[src/rtl/fetch_ir_unit_pkg.sv]
// rtl/fetch_ir_unit_pkg.sv - shared fetch FSM encoding, NOP and RV32I opcode constants
package fetch_ir_unit_pkg;

  typedef enum logic [1:0] {
    ST_IDLE = 2'd0,
    ST_WAIT = 2'd1,
    ST_ERR  = 2'd2
  } fetch_state_e;

  localparam logic [31:0] NOP_INSTR = 32'h0000_0013;

  localparam logic [6:0] OPC_LUI    = 7'b0110111;
  localparam logic [6:0] OPC_AUIPC  = 7'b0010111;
  localparam logic [6:0] OPC_JAL    = 7'b1101111;
  localparam logic [6:0] OPC_JALR   = 7'b1100111;
  localparam logic [6:0] OPC_BRANCH = 7'b1100011;
  localparam logic [6:0] OPC_LOAD   = 7'b0000011;
  localparam logic [6:0] OPC_STORE  = 7'b0100011;
  localparam logic [6:0] OPC_OP_IMM = 7'b0010011;
  localparam logic [6:0] OPC_OP     = 7'b0110011;
  localparam logic [6:0] OPC_SYSTEM = 7'b1110011;

  function automatic logic is_word_aligned(input logic [31:0] addr);
    return addr[1:0] == 2'b00;
  endfunction

endpackage

[src/rtl/fetch_ir_unit.sv]
// rtl/fetch_ir_unit.sv - instruction fetch with memory handshake, wait timeout and IR decode
module fetch_ir_unit
  import fetch_ir_unit_pkg::*;
#(
  parameter logic [31:0] RESET_PC = 32'h0000_0000,
  parameter int          TIMEOUT  = 16
) (
  input  logic        clk,
  input  logic        reset,
  input  logic        fetch_req,
  input  logic        pc_write,
  input  logic [31:0] pc_next,
  output logic        mem_req,
  output logic [31:0] mem_addr,
  input  logic        mem_ready,
  input  logic [31:0] mem_rdata,
  output logic [31:0] pc,
  output logic [31:0] old_pc,
  output logic [31:0] ir,
  output logic [6:0]  opcode,
  output logic [2:0]  func3,
  output logic [6:0]  func7,
  output logic [4:0]  rd,
  output logic [4:0]  rs1,
  output logic [4:0]  rs2,
  output logic        instr_valid,
  output logic        busy,
  output logic        fetch_err
);

  localparam int CNT_W = $clog2(TIMEOUT + 1);
  localparam logic [CNT_W-1:0] CNT_LAST = CNT_W'(TIMEOUT - 1);

  fetch_state_e     state_q, state_d;
  logic [31:0]      pc_q, pc_d;
  logic [31:0]      old_pc_q, old_pc_d;
  logic [31:0]      ir_q, ir_d;
  logic [31:0]      mem_addr_q, mem_addr_d;
  logic             mem_req_q, mem_req_d;
  logic             instr_valid_q, instr_valid_d;
  logic             fetch_err_q, fetch_err_d;
  logic [CNT_W-1:0] cnt_q, cnt_d;

  always_ff @(posedge clk) begin
    if (!reset) begin
      state_q <= ST_IDLE;
    end else begin
      state_q <= state_d;
    end
  end

  always_comb begin
    state_d = state_q;
    case (state_q)
      ST_IDLE: begin
        if (fetch_req) begin
          state_d = is_word_aligned(pc_q) ? ST_WAIT : ST_ERR;
        end
      end
      ST_WAIT: begin
        if (mem_ready) begin
          state_d = ST_IDLE;
        end else if (cnt_q == CNT_LAST) begin
          state_d = ST_ERR;
        end
      end
      ST_ERR:  state_d = ST_ERR;
      default: state_d = ST_IDLE;
    endcase
  end

  // Datapath follows the state transition; the request address is captured from the
  // pre-write pc so a simultaneous pc_write only affects the following fetch.
  always_comb begin
    pc_d          = pc_write ? pc_next : pc_q;
    old_pc_d      = old_pc_q;
    ir_d          = ir_q;
    mem_addr_d    = mem_addr_q;
    mem_req_d     = (state_d == ST_WAIT);
    instr_valid_d = 1'b0;
    fetch_err_d   = (state_d == ST_ERR);
    cnt_d         = cnt_q;
    if (state_q == ST_IDLE && state_d == ST_WAIT) begin
      mem_addr_d = pc_q;
      cnt_d      = '0;
    end else if (state_q == ST_WAIT && state_d == ST_WAIT) begin
      cnt_d = cnt_q + CNT_W'(1);
    end
    if (state_q == ST_WAIT && state_d == ST_IDLE) begin
      ir_d          = mem_rdata;
      old_pc_d      = mem_addr_q;
      instr_valid_d = 1'b1;
    end
  end

  always_ff @(posedge clk) begin
    if (!reset) begin
      pc_q          <= RESET_PC;
      old_pc_q      <= RESET_PC;
      ir_q          <= NOP_INSTR;
      mem_addr_q    <= '0;
      mem_req_q     <= 1'b0;
      instr_valid_q <= 1'b0;
      fetch_err_q   <= 1'b0;
      cnt_q         <= '0;
    end else begin
      pc_q          <= pc_d;
      old_pc_q      <= old_pc_d;
      ir_q          <= ir_d;
      mem_addr_q    <= mem_addr_d;
      mem_req_q     <= mem_req_d;
      instr_valid_q <= instr_valid_d;
      fetch_err_q   <= fetch_err_d;
      cnt_q         <= cnt_d;
    end
  end

  assign pc          = pc_q;
  assign old_pc      = old_pc_q;
  assign ir          = ir_q;
  assign mem_addr    = mem_addr_q;
  assign mem_req     = mem_req_q;
  assign instr_valid = instr_valid_q;
  assign fetch_err   = fetch_err_q;
  assign busy        = (state_q == ST_WAIT);

  assign opcode = ir_q[6:0];
  assign rd     = ir_q[11:7];
  assign func3  = ir_q[14:12];
  assign rs1    = ir_q[19:15];
  assign rs2    = ir_q[24:20];
  assign func7  = ir_q[31:25];

endmodule

[config.mk]
export PLATFORM = sky130hd
export DESIGN_NAME = fetch_ir_unit
export DESIGN_NICKNAME = d
export VERILOG_FILES = /design/src/rtl/fetch_ir_unit_pkg.sv /design/src/rtl/fetch_ir_unit.sv
export SDC_FILE = /design/constraint.sdc
export NUM_CORES = 1
export LEC_CHECK = 0
export ABC_AREA = 1
export CORE_ASPECT_RATIO = 1.2
export CORE_MARGIN = 2
export CORE_UTILIZATION = 45
export DETAILED_ROUTE_END_ITERATION = 12
export GPL_ROUTABILITY_DRIVEN = 1
export PLACE_DENSITY = 0.86
export SLEW_MARGIN = 20
export SYNTH_ARGS = -nofsm -noshare
export SYNTH_HDL_FRONTEND = slang
export SYNTH_SLANG_ARGS = --single-unit
[constraint.sdc]
create_clock -name clk -period 2.75 [get_ports clk]
set_input_delay 0.55 -clock clk [delete_from_list [all_inputs] [get_ports clk]]
set_output_delay 0.55 -clock clk [all_outputs]
set_load 0.02 [all_outputs]
==> reports/results.ini <==
[run_status]
status=finished, final reports clean

[layout]
layout-drive-gt1-share=0.0520
final_common_cell=clkdlybuf4s50_1
multi_input_area_mm2=0.00181
fill_cells=879
final_cell_mix=clkdlybuf4s50_1, nor2_1, dfxtp_1
final_util=0.700
antenna_cells=0
area_delta_synth_final_pct=51.1
fin_nets=905
regArea_mm2=0.00276

[routing]
wl_per_cell_um=14.8
avgViaCountPerCell=4.89
first_pass_iters=4
num_vias=4885
totalWireLength_mm=14.8
first_iter_violations=169
drc=0
detail-route-antenna-nets=0

[yosys]
synth.distinct_cells=20
ys_ff_latch=138
netlist.area_leader.share=0.537
synth_nets=719
ys_warn_count=0
yosysSeqAreaShare=0.537
synth_cells=648
syn_avg_cell_area_um2=7.93
yosysTopAreaCell=dfxtp_1
syn_area_mm2=0.00514
synth.area.top_cells=dfxtp_1, nor2_1, o21ai_0

[timing]
hold_viol=0
tns_ps=0
drv_slew=0
fin_skew_ps=7.17
setup_viol=0
tightest_slew_ps=941
min_period_over_period=0.767
timing.fmax_mhz=474
min_period_ps=2110
relSlewSlack=0.369
rsz0062_at_grt=no

[cts]
clockBufferDepth=2
cts_hold_buf=0
clk_pin_slew_ps=50
post_cts_buffers=0
cts_max_level=4
tritoncts=built
root_buffer=clkbuf_16
clock-sinks=138
clk_latency_ps=410
cts_resized=0
cts_inserted_buffers=17

[floorplan]
core.rowCount=42
die_height_um=121
initial_core_util=0.464
die_w_um=102
core-area_mm2=0.0111
die_area_mm2=0.0123
ios=233

[global_routing]
grt_first_pass_wirelength_mm=22.7
grt_pass1_vias=4602
gr-total-overflow=0
grt.total_usage=0.237
antenna_found_initial=0
grt_max_degree=65

[setup_path]
crit_top_cell=inv_1
worst_setup_path_end_kind=primary output
crit_buf_inv=3
path_cells=inv_1, nand2_2, inv_1, clkdlybuf4s50_1
crit_slowest_cell=clkdlybuf4s50_1
critPathMaxStageDelay_ps=600
crit_type=register to primary output
r2r_setup_slack_ps=1000
cp_top_family=buffers and inverters
start_kind=register
arrival_ps=1560
worstReg2RegStart=cnt_q[0]
worst-path-max-fanout=4
startpoint=state_q[1]
cp.required_ps=2200

[power_and_ir_drop]
switching_share=0.255
power_per_cell_area_mw_per_mm2=659
pwr-share-comb=0.150
peakVddDrop_mv=0.407
p_sw_mw=1.30
p_int_mw=3.82
p_leak_nw=3.14
clkPwrFrac=0.424
p_seq_frac=0.426

[min_path]
hold_path_class=register to register
hold_start=mem_addr[1]

[place]
place_hpwl_mm=9.80
port_buffers=232
routabilityCongestion=0.805

[run]
drv_cap=0

==> final cells by class <==
cell class              count  area share
multi-input cells         424       0.232
clock inverters            11      0.0159
clock buffers              20      0.0575
flip-flops and latches    138       0.356
well taps                 154      0.0248
repair buffers            239       0.307
inverters                  14     0.00677
==> power groups by stage <==
stage	clock network [mW]	logic, mW	registers, mW
CTS	2.22	0.774	2.18
detailed placement	0	0.769	2.22
floorplan	0	0.289	2.34
finish	2.17	0.769	2.18
global route	2.30	0.826	2.19
global placement	0	0.759	2.22
==> tightest hold or removal path, stage by stage, from the launching register on <==
cell and delay, ps:
dfxtp_1 320, nand2_1 60, nor2_1 30
==> synthesized netlist by cell type <==
library cell and instances:
o21ai_0 95, dfxtp_1 138, nor2_4 1, inv_1 11, nand3_2 1, nand2_2 1
buf_1 1, ha_1 2, nor3_1 1, buf_2 5, a21oi_1 37, xor2_1 1
clkbuf_1 17, inv_2 3, buf_6 16, nor2_2 1, buf_4 33, nand3_1 5
nor2_1 197, nand2_1 82
==> metrics by stage <==
step	std cells	instance area (µm²)	setup slack [ps]	hold WS, ps	power, mW
2_1_floorplan	648	5140	1260	439	2.62
3_3_place_gp	969	7200	710	442	2.98
3_5_place_dp	969	7200	636	443	2.99
4_1_cts	1000	7770	620	454	5.17
5_1_grt	1000	7770	554	484	5.32
6_report	1000	7770	640	452	5.12
==> sequential cells by signal (all words and copies together) (netlist names) <==
name / flops
pc: 32
state_q: 2
mem_req: 1
ir: 32
fetch_err: 1
instr_valid: 1
cnt_q: 5
mem_addr: 32
old_pc: 32
==> worst paths after layout <==
kind / endpoint / cells past startpoint
setup / recovery: busy / 4
hold / removal: mem_addr[1] / 2
setup reg to reg: cnt_q[4] / 10
hold reg to reg: mem_addr[1] / 2
==> cell families after synthesis <==
kind of cell | after synthesis | synth area share
and+or+nand+nor | 289 | 0.216
DFF | 138 | 0.537
AOI/OAI and AO/OA | 132 | 0.128
buffers and inverters | 86 | 0.111
adders and majority gates | 2 | 0.00487
xor gates and xnor gates | 1 | 0.00170
==> metal layers <==
layer / share of wire / track usage / up-vias
li1: - / - / 2397
met1: 0.38 / 0.251 / 2265
met2: 0.51 / 0.408 / 191
met3: 0.077 / 0.0858 / 32
met4: 0.033 / 0.117 / 0
met5: 0 / 0 / -
(Power assumes the default switching activity.)
